**config.mk**
```make
export PLATFORM = sky130hd
export DESIGN_NAME = autoconfig_host
export DESIGN_NICKNAME = d
export VERILOG_FILES = /design/src/rtl/autoconfig_host.sv
export SDC_FILE = /design/constraint.sdc
export NUM_CORES = 1
export LEC_CHECK = 0
export CAP_MARGIN = 10
export CORE_MARGIN = 2
export CORE_UTILIZATION = 35
export CTS_CLUSTER_DIAMETER = 200
export DETAILED_ROUTE_END_ITERATION = 10
export GPL_TIMING_DRIVEN = 0
export PLACE_DENSITY = 0.65
export SYNTH_ARGS = -nofsm -noshare
export SYNTH_HDL_FRONTEND = slang
export SYNTH_SLANG_ARGS = --single-unit
```
**constraint.sdc**
```tcl
create_clock -name clk -period 6 [get_ports clk]
set_clock_uncertainty 0.15 [all_clocks]
set_input_delay 1.2 -clock clk [delete_from_list [all_inputs] [get_ports clk]]
set_output_delay 1.2 -clock clk [all_outputs]
set_load 0.1 [all_outputs]
```
**src/rtl/autoconfig_host.sv**
```systemverilog
// Zorro II AutoConfig initiator: walks the chain at $E80000, reads each board's ID nibbles,
// allocates an aligned base from the RAM or I/O pool and writes it, or shuts the board up.
module autoconfig_host #(
    parameter int unsigned TIMEOUT    = 64,
    parameter int unsigned MAX_BOARDS = 8
) (
    input  logic        clk,
    input  logic        reset,
    input  logic        start,
    output logic        busy,
    output logic        done,
    output logic        error,
    output logic [3:0]  board_count,
    output logic        bus_req,
    output logic        bus_rw,
    output logic [22:0] bus_addr,
    output logic [3:0]  bus_wdata,
    input  logic        bus_ack,
    input  logic [3:0]  bus_rdata,
    output logic        cfg_valid,
    output logic [7:0]  cfg_base,
    output logic [2:0]  cfg_size,
    output logic [7:0]  cfg_prodid,
    output logic [15:0] cfg_mfg,
    output logic        cfg_memspace,
    output logic        cfg_shutup
);
    localparam int unsigned CW = $clog2(TIMEOUT + 1);

    typedef enum logic [3:0] {
        IDLE, RD_REQ, RD_WAIT, EVAL, WR_LO, WR_HI, WR_SHUT, REPORT, DONE
    } state_t;

    state_t        state_q, state_d;
    logic [3:0]    idx_q, idx_d;
    logic [CW-1:0] cnt_q, cnt_d;
    logic [39:0]   data_q, data_d;
    logic [7:0]    ram_ptr_q, ram_ptr_d, io_ptr_q, io_ptr_d, base_q, base_d;
    logic          shut_q, shut_d;
    logic          busy_q, busy_d, done_q, done_d, error_q, error_d;
    logic [3:0]    count_q, count_d;
    logic          req_q, req_d, rw_q, rw_d;
    logic [22:0]   addr_q, addr_d;
    logic [3:0]    wdata_q, wdata_d;
    logic          cfg_valid_q, cfg_valid_d, cfg_mem_q, cfg_mem_d, cfg_shut_q, cfg_shut_d;
    logic [7:0]    cfg_base_q, cfg_base_d, cfg_prodid_q, cfg_prodid_d;
    logic [2:0]    cfg_size_q, cfg_size_d;
    logic [15:0]   cfg_mfg_q, cfg_mfg_d;

    logic [2:0] size_code;
    logic [8:0] units, ptr9, limit9, base9, next_ptr9;
    logic       mem_sel, fits, type_ok, expired;
    logic [7:0] rd_off;
    logic [3:0] nib;
    logic       unused_bits;

    // Captured nibbles shift in high-first: [39:32] er_Type, [31:24] prodid, [23:16] er_Flags, [15:0] mfg
    always_comb begin
        size_code = data_q[34:32];
        mem_sel   = data_q[23];
        type_ok   = (data_q[39:38] == 2'b11);
        units     = (size_code == 3'd0) ? 9'd128 : (9'd1 << (size_code - 3'd1));
        ptr9      = {1'b0, (mem_sel ? ram_ptr_q : io_ptr_q)};
        limit9    = mem_sel ? 9'h0A0 : 9'h0F0;
        base9     = (ptr9 + units - 9'd1) & ~(units - 9'd1);
        next_ptr9 = base9 + units;
        fits      = (next_ptr9 <= limit9);
        rd_off    = (idx_q < 4'd6) ? {4'h0, idx_q} : ({4'h0, idx_q} + 8'd2);
        nib       = (idx_q < 4'd2) ? bus_rdata : ~bus_rdata;
        expired   = (cnt_q == CW'(TIMEOUT - 1));
    end

    assign unused_bits = ^{data_q[37:35], data_q[22:16], next_ptr9[8]};

    always_comb begin
        state_d      = state_q;
        idx_d        = idx_q;
        cnt_d        = cnt_q;
        data_d       = data_q;
        ram_ptr_d    = ram_ptr_q;
        io_ptr_d     = io_ptr_q;
        base_d       = base_q;
        shut_d       = shut_q;
        busy_d       = busy_q;
        done_d       = done_q;
        error_d      = error_q;
        count_d      = count_q;
        req_d        = req_q;
        rw_d         = rw_q;
        addr_d       = addr_q;
        wdata_d      = wdata_q;
        cfg_valid_d  = 1'b0;
        cfg_base_d   = cfg_base_q;
        cfg_size_d   = cfg_size_q;
        cfg_prodid_d = cfg_prodid_q;
        cfg_mfg_d    = cfg_mfg_q;
        cfg_mem_d    = cfg_mem_q;
        cfg_shut_d   = cfg_shut_q;

        case (state_q)
            IDLE, DONE: begin
                if (start) begin
                    ram_ptr_d = 8'h20;
                    io_ptr_d  = 8'hE9;
                    count_d   = '0;
                    done_d    = 1'b0;
                    error_d   = 1'b0;
                    busy_d    = 1'b1;
                    idx_d     = '0;
                    state_d   = RD_REQ;
                end
            end
            RD_REQ: begin
                req_d   = 1'b1;
                rw_d    = 1'b1;
                addr_d  = {8'hE8, 7'h00, rd_off};
                cnt_d   = '0;
                state_d = RD_WAIT;
            end
            RD_WAIT: begin
                if (bus_ack) begin
                    req_d  = 1'b0;
                    data_d = {data_q[35:0], nib};
                    if (idx_q == 4'd9) begin
                        state_d = EVAL;
                    end else begin
                        idx_d   = idx_q + 4'd1;
                        state_d = RD_REQ;
                    end
                end else if (expired) begin
                    req_d   = 1'b0;
                    busy_d  = 1'b0;
                    done_d  = 1'b1;
                    state_d = DONE;
                end else begin
                    cnt_d = cnt_q + 1'b1;
                end
            end
            EVAL: begin
                if (!type_ok) begin
                    busy_d  = 1'b0;
                    done_d  = 1'b1;
                    state_d = DONE;
                end else if (fits) begin
                    base_d  = base9[7:0];
                    shut_d  = 1'b0;
                    if (mem_sel) ram_ptr_d = next_ptr9[7:0];
                    else         io_ptr_d  = next_ptr9[7:0];
                    state_d = WR_LO;
                end else begin
                    base_d  = '0;
                    shut_d  = 1'b1;
                    state_d = WR_SHUT;
                end
            end
            WR_LO, WR_HI, WR_SHUT: begin
                // First cycle in each write state raises the request; later cycles await ack/timeout
                if (!req_q) begin
                    req_d = 1'b1;
                    rw_d  = 1'b0;
                    cnt_d = '0;
                    case (state_q)
                        WR_LO: begin
                            addr_d  = {8'hE8, 7'h00, 8'h25};
                            wdata_d = base_q[3:0];
                        end
                        WR_HI: begin
                            addr_d  = {8'hE8, 7'h00, 8'h24};
                            wdata_d = base_q[7:4];
                        end
                        default: begin
                            addr_d  = {8'hE8, 7'h00, 8'h26};
                            wdata_d = 4'h0;
                        end
                    endcase
                end else if (bus_ack) begin
                    req_d = 1'b0;
                    if (state_q == WR_LO) begin
                        state_d = WR_HI;
                    end else begin
                        cfg_valid_d  = 1'b1;
                        cfg_base_d   = base_q;
                        cfg_size_d   = data_q[34:32];
                        cfg_prodid_d = data_q[31:24];
                        cfg_mfg_d    = data_q[15:0];
                        cfg_mem_d    = data_q[23];
                        cfg_shut_d   = shut_q;
                        count_d      = count_q + 4'd1;
                        state_d      = REPORT;
                    end
                end else if (expired) begin
                    req_d   = 1'b0;
                    error_d = 1'b1;
                    busy_d  = 1'b0;
                    done_d  = 1'b1;
                    state_d = DONE;
                end else begin
                    cnt_d = cnt_q + 1'b1;
                end
            end
            REPORT: begin
                if (32'(count_q) >= MAX_BOARDS) begin
                    busy_d  = 1'b0;
                    done_d  = 1'b1;
                    state_d = DONE;
                end else begin
                    idx_d   = '0;
                    state_d = RD_REQ;
                end
            end
            default: state_d = IDLE;
        endcase
    end

    always_ff @(posedge clk or posedge reset) begin
        if (reset) begin
            state_q      <= IDLE;
            idx_q        <= '0;
            cnt_q        <= '0;
            data_q       <= '0;
            ram_ptr_q    <= 8'h20;
            io_ptr_q     <= 8'hE9;
            base_q       <= '0;
            shut_q       <= 1'b0;
            busy_q       <= 1'b0;
            done_q       <= 1'b0;
            error_q      <= 1'b0;
            count_q      <= '0;
            req_q        <= 1'b0;
            rw_q         <= 1'b1;
            addr_q       <= '0;
            wdata_q      <= '0;
            cfg_valid_q  <= 1'b0;
            cfg_base_q   <= '0;
            cfg_size_q   <= '0;
            cfg_prodid_q <= '0;
            cfg_mfg_q    <= '0;
            cfg_mem_q    <= 1'b0;
            cfg_shut_q   <= 1'b0;
        end else begin
            state_q      <= state_d;
            idx_q        <= idx_d;
            cnt_q        <= cnt_d;
            data_q       <= data_d;
            ram_ptr_q    <= ram_ptr_d;
            io_ptr_q     <= io_ptr_d;
            base_q       <= base_d;
            shut_q       <= shut_d;
            busy_q       <= busy_d;
            done_q       <= done_d;
            error_q      <= error_d;
            count_q      <= count_d;
            req_q        <= req_d;
            rw_q         <= rw_d;
            addr_q       <= addr_d;
            wdata_q      <= wdata_d;
            cfg_valid_q  <= cfg_valid_d;
            cfg_base_q   <= cfg_base_d;
            cfg_size_q   <= cfg_size_d;
            cfg_prodid_q <= cfg_prodid_d;
            cfg_mfg_q    <= cfg_mfg_d;
            cfg_mem_q    <= cfg_mem_d;
            cfg_shut_q   <= cfg_shut_d;
        end
    end

    assign busy         = busy_q;
    assign done         = done_q;
    assign error        = error_q;
    assign board_count  = count_q;
    assign bus_req      = req_q;
    assign bus_rw       = rw_q;
    assign bus_addr     = addr_q;
    assign bus_wdata    = wdata_q;
    assign cfg_valid    = cfg_valid_q;
    assign cfg_base     = cfg_base_q;
    assign cfg_size     = cfg_size_q;
    assign cfg_prodid   = cfg_prodid_q;
    assign cfg_mfg      = cfg_mfg_q;
    assign cfg_memspace = cfg_mem_q;
    assign cfg_shutup   = cfg_shut_q;

endmodule
```
Yosys cells after proc, flatten, opt, wreduce, memory -nomap -nowiden
Cells that the tools add are included.
Cells by class
  $add $sub $neg: 9
  magnitude comparators: 4
  equality and inequality tests: 28
  shifts and indexed selects: 1
  multiplexer cells: 75
  bitwise gates (word level): 5
  reductions and logical operators: 23
Operators by type and width (count)
  $mux W8: 10
  $mux W4: 15
  $pmux W23 S2: 1
  $ne A2 B2 Y1 const B: 16
  $pmux W8 S2: 2
  $reduce_and A5 Y1: 6
  $mux W7: 4
  $mux W1: 26
  $pmux W4 S6: 1
  $mux W23: 1
  $pmux W7 S3: 1
  $sub A9 B1 Y9 const B: 2
  $eq A4 B3 Y1 const B: 4
  $pmux W4 S2: 2
  $pmux W4 S3: 1
  $reduce_and A2 Y1: 6
  $pmux W1 S5: 2
  $add A8 B9 Y9: 1
  $add A9 B9 Y9: 1
  $and A9 B9 Y9: 1
  $le A9 B8 Y1: 1
  $mux W9: 1
  $not A9 Y9: 1
  $shl A1 B3 Y9 const A: 1
  other kinds (28): 38
Storage, ports and cells
  flip-flop bits (word level): 154
  input port bits: 8
  output and inout port bits: 74
  logic and storage cells: 168

Logic depth before layout (Yosys ltp)
Gate-level depths: netlist of the first run.
  depth in word-level cells: 11
  gate-level depth with buffers: 23
  gate-level depth less buffers: 21

Worst setup path after synthesis of the first run
OpenSTA, ideal clock, no wires.
  path type: flip-flop to flip-flop
  start: register data_q[34]
  end: register base_q[5]
  library setup time: 0.122 ns
  data arrival time: 4.547 ns
  required time: 5.728 ns
  slack: 1.181 ns
  stages on the path, launching flop included: 22
  buffers on the path: 3
  clock period less this slack: 4.819 ns
  cells stage by stage: dfrtp_1 > clkbuf_1 > clkbuf_1 > or3_1 > nand2_1 > ha_1 > inv_1 > fa_1 > xnor2_1 > and3_1 > ha_1 > or3_1 > o221ai_1 > o41ai_1 > nand3_1 > xor2_1 > inv_1 > ha_1 > a31oi_1 > o311a_1 > buf_6 > a32o_1
On the way
  word-level cells in the longest chain between the ends: 9
  elaborated cells between the ends (all ways): 12
  those cells by class: add/sub (5); order compare (1); shift (1); mux (2); bitwise (2); reduce/logical (1)
RTL lines
  from (decl): line 37  | logic [39:0] data_q, data_d;
  from (signal assigned): line 244  | data_q <= data_d;
  $sub A3 B1 Y3: line 62  | units = (size_code == 3'd0) ? 9'd128 : (9'd1 << (size_code - 3'd1));
  $shl A1 B3 Y9: line 62
  $mux W9 (*): line 62
  $add A8 B9 Y9 or $sub A9 B1 Y9 (tied branches): line 65  | base9 = (ptr9 + units - 9'd1) & ~(units - 9'd1);
  $sub A9 B1 Y9 or $not A9 Y9 (tied branches): line 65
  $and A9 B9 Y9: line 65
  $add A9 B9 Y9: line 66  | next_ptr9 = base9 + units;
  $le A9 B8 Y1: line 67  | fits = (next_ptr9 <= limit9);
  $mux W8 (*): line 144  | end else if (fits) begin
  to (signal assigned): line 247  | base_q <= base_d;
  to (decl): line 38  | logic [7:0] ram_ptr_q, ram_ptr_d, io_ptr_q, io_ptr_d, base_q, base_d;
Every way passes the cells marked *; elsewhere a longest branch is shown, timed or not.
A chain may end at the register's enable or synchronous reset.

Worst setup path after layout of the first run
  start: register data_q[34]
  end: register io_ptr_q[0]
On the way
  word-level cells in the longest chain between the ends: 11
  elaborated cells between the ends (all ways): 17
  those cells by class: add/sub (5); order compare (1); eq/ne (1); shift (1); mux (5); bitwise (2); reduce/logical (2)
RTL lines
  $sub A3 B1 Y3: line 62
  $shl A1 B3 Y9: line 62
  $mux W9 (*): line 62
  $add A8 B9 Y9 or $sub A9 B1 Y9 (tied branches): line 65
  $sub A9 B1 Y9 or $not A9 Y9 (tied branches): line 65
  $and A9 B9 Y9: line 65
  $add A9 B9 Y9 (*): line 66
  parallel branches: the longest is 4 deep, another holds $le A9 B8 Y1
  to (signal assigned): line 246  | io_ptr_q <= io_ptr_d;
  to (decl): line 38
Every way passes the cells marked *. The select of a mux whose other input is x is not followed.

==> results of run 1 <==
[worst max-delay path, delay by kind of cell (launching register included)]
family | cells | cell delay (ps)
and+or+nand+nor | 8 | 1620
adders and majority gates | 4 | 1190
xor gates and xnor gates | 2 | 490
DFF | 1 | 470
buffers and inverters | 5 | 780
AOI/OAI and AO/OA | 4 | 860
[Yosys cell counts (4+ instances only)]
cell type and n:
nor3_1 12, o21a_1 4, ha_1 22, nand4_1 4
clkbuf_1 25, xnor2_1 11, nand3_1 12, nand2b_1 6
and3_1 6, xor2_1 13, dfstp_2 7, mux2_2 72
dfrtp_1 129, or2_2 8, mux2i_1 30, or3_1 7
nand2_1 59, inv_1 28, buf_4 16, o21ai_0 32
nor2b_1 6, a22o_1 7, o31ai_1 9, a21oi_1 19
nor2_1 46
[cells by family after synthesis]
group                    Yosys count
AO/OA/AOI/OAI                    110
flip-flops                       136
adder cells (fa/ha/maj)           23
buffers and inverters             73
AND/OR/NAND/NOR                  182
XOR/XNOR                          24
other                              1
multiplexers                     102
[per-layer routing]
layer / global-route usage [%] / routed length (um)
met1: 22.33 / 8059
met2: 24.43 / 7342
met3: 4.138 / 971
met4: 4.755 / 182
met5: 0 / 0
[state kept, by name (all words and copies together) (netlist names), 7 cells and up]
register / flops
base_q: 8
cfg_base: 8
cnt_q: 7
io_ptr_q: 8
bus_addr: 7
data_q: 38
cfg_prodid: 8
ram_ptr_q: 8
cfg_mfg: 16
[power breakdown]
part | internal, mW | switching [mW]
logic | 0.527 | 0.904
registers | 1.06 | 0.113
clock network | 0.593 | 0.442
total | 2.18 | 1.46
[worst max path at each step]
stage / end / slack, ps
finish: io_ptr_q[0] / 350
global route: io_ptr_q[0] / 20
CTS: io_ptr_q[0] / 30
detailed placement: ram_ptr_q[2] / 70
global placement: cfg_base[0] / -1030
floorplan: base_q[0] / 1020
[cells in the final DEF (no fill, tap or decap), drive strengths merged, types with 2 or more instances in the layout]
master	n
dfrtp	129
mux2	72
clkdlybuf4s50	67
nand2	60
nor2	47
clkbuf	44
inv	35
o21ai	34
mux2i	30
ha	22
buf	21
a21oi	20
xor2	13
conb	13
nor3	13
nand3	12
xnor2	11
o31ai	9
or2	8
or3	7
a22o	7
dfstp	7
nand2b	6
nor2b	6
and3	6
o21a	4
nand4	4
clkinv	4
nor4	3
nand3b	3
a211oi	3
a21o	3
a32o	3
o22ai	3
a22oi	3
a31oi	3
a211o	2
a221oi	2
and2	2
a2111oi	2
[layout make-up]
type	instances	area [um^2]	share of cell area, %
Timing Repair Buffer	68	698.2	8.024
Tap cell	265	331.6	3.811
Buffer	45	250.2	2.876
Inverter	28	110.1	1.265
Clock inverter	13	132.6	1.524
Clock buffer	19	442.9	5.091
Sequential cell	136	3412	39.21
Multi-Input combinational cell	454	3323	38.19
[repair_timing]
action                                 CTS  global route
gates resized for setup                  0            10
setup endpoints to repair                0            26
setup buffers                            0             0
endpoints found under the hold margin    0             0
==> results.toml, run 1 <==
[timing]
rsz0062_at_grt = "no"
setup_viol = 0
maxSlewHeadroom_pct = 32.10
whs_ps = 326.7
finalSetupTns_ps = 0
period_share_pct = 94.17
tightest_slew_ps = 1015
min_period_ps = 5650
fmax_ghz = 0.1770
slew_violations = 0
hold_viol = 0
layout_setup_ws_ps = 349.8

[route]
antenna_left = 0
remaining_drc_errors = 0
vias = 5128
wire_per_inst_um = 16.10
initialDrtViolationCount = 475
vias_per_cell = 4.988
first_pass_iters = 6
wirelength_mm = 16.56

[finish]
synthToLayoutAreaGrowth_pct = 23.80
n_fill_cell = 1866
antenna_cells = 0
final_util_pct = 44.41
layout.nets = 781
final_cell_count_no_fill = 1028
drive_above_1_share_pct = 20.05
fin_area_um2 = 8701

[worst_setup_path]
r2r_end = "io_ptr_q[0]"
cp_cell_sequence = "clkbuf_2 > clkbuf_2 > or3_1 > nand2_1 > ha_1 > inv_1 > fa_1 > xnor2_1 > and3_1 > ha_1 > or3_1 > o221ai_1 > o41ai_1 > nand3_1 > xor2_1 > inv_1 > ha_1 > nand4_1 > nor2_2 > o311a_1 > buf_6 > nand2_1 > o31ai_1"
reg2reg_from = "data_q[34]"
critical_path.most_common_cell = "ha_1"
cp.required_ps = 6180
end_kind = "register"
r2r_cells = 23
setup.worst_path.class = "reg -> reg"
critPathMaxFanout = 10
startpoint_type = "register"
critical_path.slowest_cell = "dfrtp_1"
reg2reg_slack_ps = 350
arrival_ps = 5830
crit_path_start = "data_q[34]"
max_stage_delay_ps = 470

[logic_synthesis]
synth_top_family_by_area = "multiplexers"
synth_flop_cell = "dfrtp_1"
synth_edf_count = 0
synth.top_cells.by_area = "dfrtp_1 (46%), mux2_2 (12%), mux2i_1 (4.3%), ha_1 (3.9%), nand2_1 (3.2%)"
synth_xor_area_share_pct = 2.991
synth_cell_type_count = 64
synth-compound-area-share_pct = 11.02
yosys.area_share.simple_pct = 12.37
syn_inst = 651
synthAdderAreaFrac_pct = 4.202
ys_async_sr_fraction_pct = 100.0
yosys.area.top_type_share_pct = 45.93
synth_area_um2 = 7028
ys_seq_area_share_pct = 48.55
synth.area.mux_share_pct = 15.81
yosys_register_bits = 136
post_synth.cell_area_avg_um2 = 10.80
synth_area_leader_cell = "dfrtp_1"
synth-warning-count = 0

[clocking]
insertion_delay_ps = 430
cts_tree = "yes"
root_buffer = "clkbuf_16"
hold_buffers = 0
clockBufferDepth = 2
clk_pin_slew_ps = 60
clock_sinks = 136
htree_num_levels = 4
cts_buffers = 17

[min_path]
hp-class = "reg -> reg"
min_from = "bus_wdata[2]"
hold_path_depth = 2
hold_end = "bus_wdata[2]"

[floorplanning]
fp.dieArea_um2 = 21230
initial_core_util_pct = 35.88
pin_count = 82
die-width_um = 145.7
fp.dieH_um = 145.7
core-area_um2 = 19590
rows = 51

[global_routing]
grt_max_degree = 70
antenna_found_initial = 0
grt_pass1_wl_mm = 26.85
track_usage_pct = 15.97
grt_pass1_vias = 4968
overflow = 0

[placement]
hpwl_mm = 11.77
numPlacedInstances = 996
routabilityCongestion = 0.8860
pre_cts_slack_ps = 65.49
io_buffers = 67
place_area_um2 = 8108

[power_and_ir_drop]
fin_total_pwr_mw = 3.635
power.density_nw_per_um2 = 417.8
irDropWorstVdd_mv = 0.2342
p_leak_nw = 4.055

[outcome]
status = "completed"

[flow_run]
drv_cap = 0
No activity file was read; power rests on OpenSTA's default activity.
==> run 2, diff against run 1 <==
--- a/config.mk
+++ b/config.mk
@@ -6,6 +6,7 @@
 export NUM_CORES = 1
 export LEC_CHECK = 0
 export CAP_MARGIN = 10
+export CORE_ASPECT_RATIO = 1.25
 export CORE_MARGIN = 2
 export CORE_UTILIZATION = 35
 export CTS_CLUSTER_DIAMETER = 200
==> constraint.sdc (replaced) <==
create_clock -name clk -period 6 [get_ports clk]
set_clock_uncertainty 0.15 [all_clocks]
set_input_delay 1.5 -clock clk [delete_from_list [all_inputs] [get_ports clk]]
set_output_delay 1.5 -clock clk [all_outputs]
set_load 0.1 [all_outputs]
==> run 2 against run 1 <==
Net effect: critical path type unchanged; cell count unchanged; routed wire length fell by 0.52%; combinational power hardly changed; sequential share of layout area is 0.11 points higher; hold slack better by 12 ps.
==> results.toml, run 2 (same netlist as run 1, synthesis figures left out) <==
[clocking]
htree_num_levels = 4
postCtsSetupBuffers = 0
cts_resized = 0
hold_buffers = 0
cts_buffers = 17
insertion_delay_ps = 430
cts_tree = "yes"
clk_pin_slew_ps = 60
root_buffer = "clkbuf_16"
clockBufferDepth = 2
clock_sinks = 136

[min_path]
hp-class = "reg -> reg"

[power_and_ir_drop]
p_leak_nw = 4.044
power.density_nw_per_um2 = 416.2
irDropWorstVdd_mv = 0.2474
fin_total_pwr_mw = 3.611

[global_routing]
antenna_found_initial = 0
grt_max_degree = 88
overflow = 0
grt_pass1_wl_mm = 26.70
track_usage_pct = 16.19
grt_pass1_vias = 5136

[floorplanning]
rows = 57
die-width_um = 130.7
initial_core_util_pct = 35.96
fp.dieArea_um2 = 21240
core-area_um2 = 19540
fp.dieH_um = 162.4
pin_count = 82

[timing]
layout_setup_ws_ps = 345.1
rsz0062_at_grt = "no"
maxSlewHeadroom_pct = 32.97
min_period_ps = 5655
tightest_slew_ps = 1002
fmax_ghz = 0.1768
hold_viol = 0
slew_violations = 0
setup_viol = 0
period_share_pct = 94.25

[placement]
hpwl_mm = 11.90
routabilityCongestion = 0.9341
io_buffers = 67
pre_cts_slack_ps = 155.4

[route]
wirelength_mm = 16.47
antenna_left = 0
remaining_drc_errors = 0
wire_per_inst_um = 16.02
vias = 5128
initialDrtViolationCount = 280
first_pass_iters = 4
vias_per_cell = 4.988

[finish]
n_fill_cell = 1882
max_flop_register = "data_q"
antenna_cells = 0
multi_input_area_um2 = 3309
layout_commonest_cell = "dfrtp_1"
seqCellArea_um2 = 3412
final_cell_mix = "dfrtp_1 (129), mux2_2 (72), clkdlybuf4s50_1 (67), nand2_1 (59), nor2_1 (46)"
synthToLayoutAreaGrowth_pct = 23.45
drive_above_1_share_pct = 19.53
layout.nets = 781
largest_register_ffs = 38

[worst_setup_path]
arrival_ps = 5860
cp.required_ps = 6210
setup.worst_path.class = "reg -> reg"
startpoint_type = "register"
end_kind = "register"
critPathMaxFanout = 10

[outcome]
status = "completed"

[flow_run]
drv_cap = 0
-- run 2: cell types whose count changed in the layout (fill, tap and decap cells not counted), sizes merged --
cell,change
clkbuf,-1
clkinv,-1
clkinvlp,+1
inv,+1
-- run 2: area by class of cell --
cell class,count,share of cell area (%)
well taps,265,3.822
clock buffers,18,4.947
multi-input cells,454,38.15
flip-flops and latches,136,39.33
clock inverters,14,1.572
inverters,28,1.269
repair buffers,68,8.047
plain buffers,45,2.870
-- run 2: worst max-delay path, cell delays in order (launching register included) --
cell and delay [ps]:
dfrtp_1 470, clkbuf_2 230, clkbuf_2 240, or3_1 400, nand2_1 80, ha_1 210
inv_1 70, fa_1 390, xnor2_1 170, and3_1 240, ha_1 230, or3_1 310
o221ai_1 300, o41ai_1 170, nand3_1 170, xor2_1 260, inv_1 80, ha_1 320
nand4_1 90, nor2_1 300, o311ai_4 170, nor2_4 310, mux2i_1 240
-- run 2: per-layer routing --
layer / track usage (%) / part of all wire, %
met1: 21.36 / 46
met4: 5.368 / 1.6
met5: 0 / 0
met2: 26.35 / 48
met3: 3.548 / 4.3
-- run 2: worst paths after layout --
kind,end,cells past startpoint,from,slack (ps)
hold reg to reg,bus_wdata[1],2,bus_wdata[1],340
max in group asynchronous,cfg_prodid[1],3,reset,3600
setup / recovery,io_ptr_q[5],22,data_q[34],350
min in group asynchronous,idx_q[0],2,reset,1330
hold / removal,bus_wdata[1],2,bus_wdata[1],340
setup reg to reg,io_ptr_q[5],22,data_q[34],350
-- run 2: through the flow --
stage	hold WS (ps)	utilization [%]	std cells	instance area (um^2)	TNS (ps)
after floorplan	290.3	-	663	7073	0
after global placement	310.5	41.32	995	8075	-161660
after detailed placement	326.2	41.49	996	8108	0
after CTS	341.0	44.38	1028	8673	0
after global routing	367.8	44.40	1028	8676	0
final	338.4	44.40	1028	8676	0
-- run 2: power breakdown --
group          leakage [nW]  total (mW)  switching [mW]  internal (mW)
registers              1.83        1.17           0.111           1.06
logic                  1.94        1.43           0.905          0.526
clock network         0.275        1.01           0.432          0.580
total                  4.04        3.61            1.45           2.16
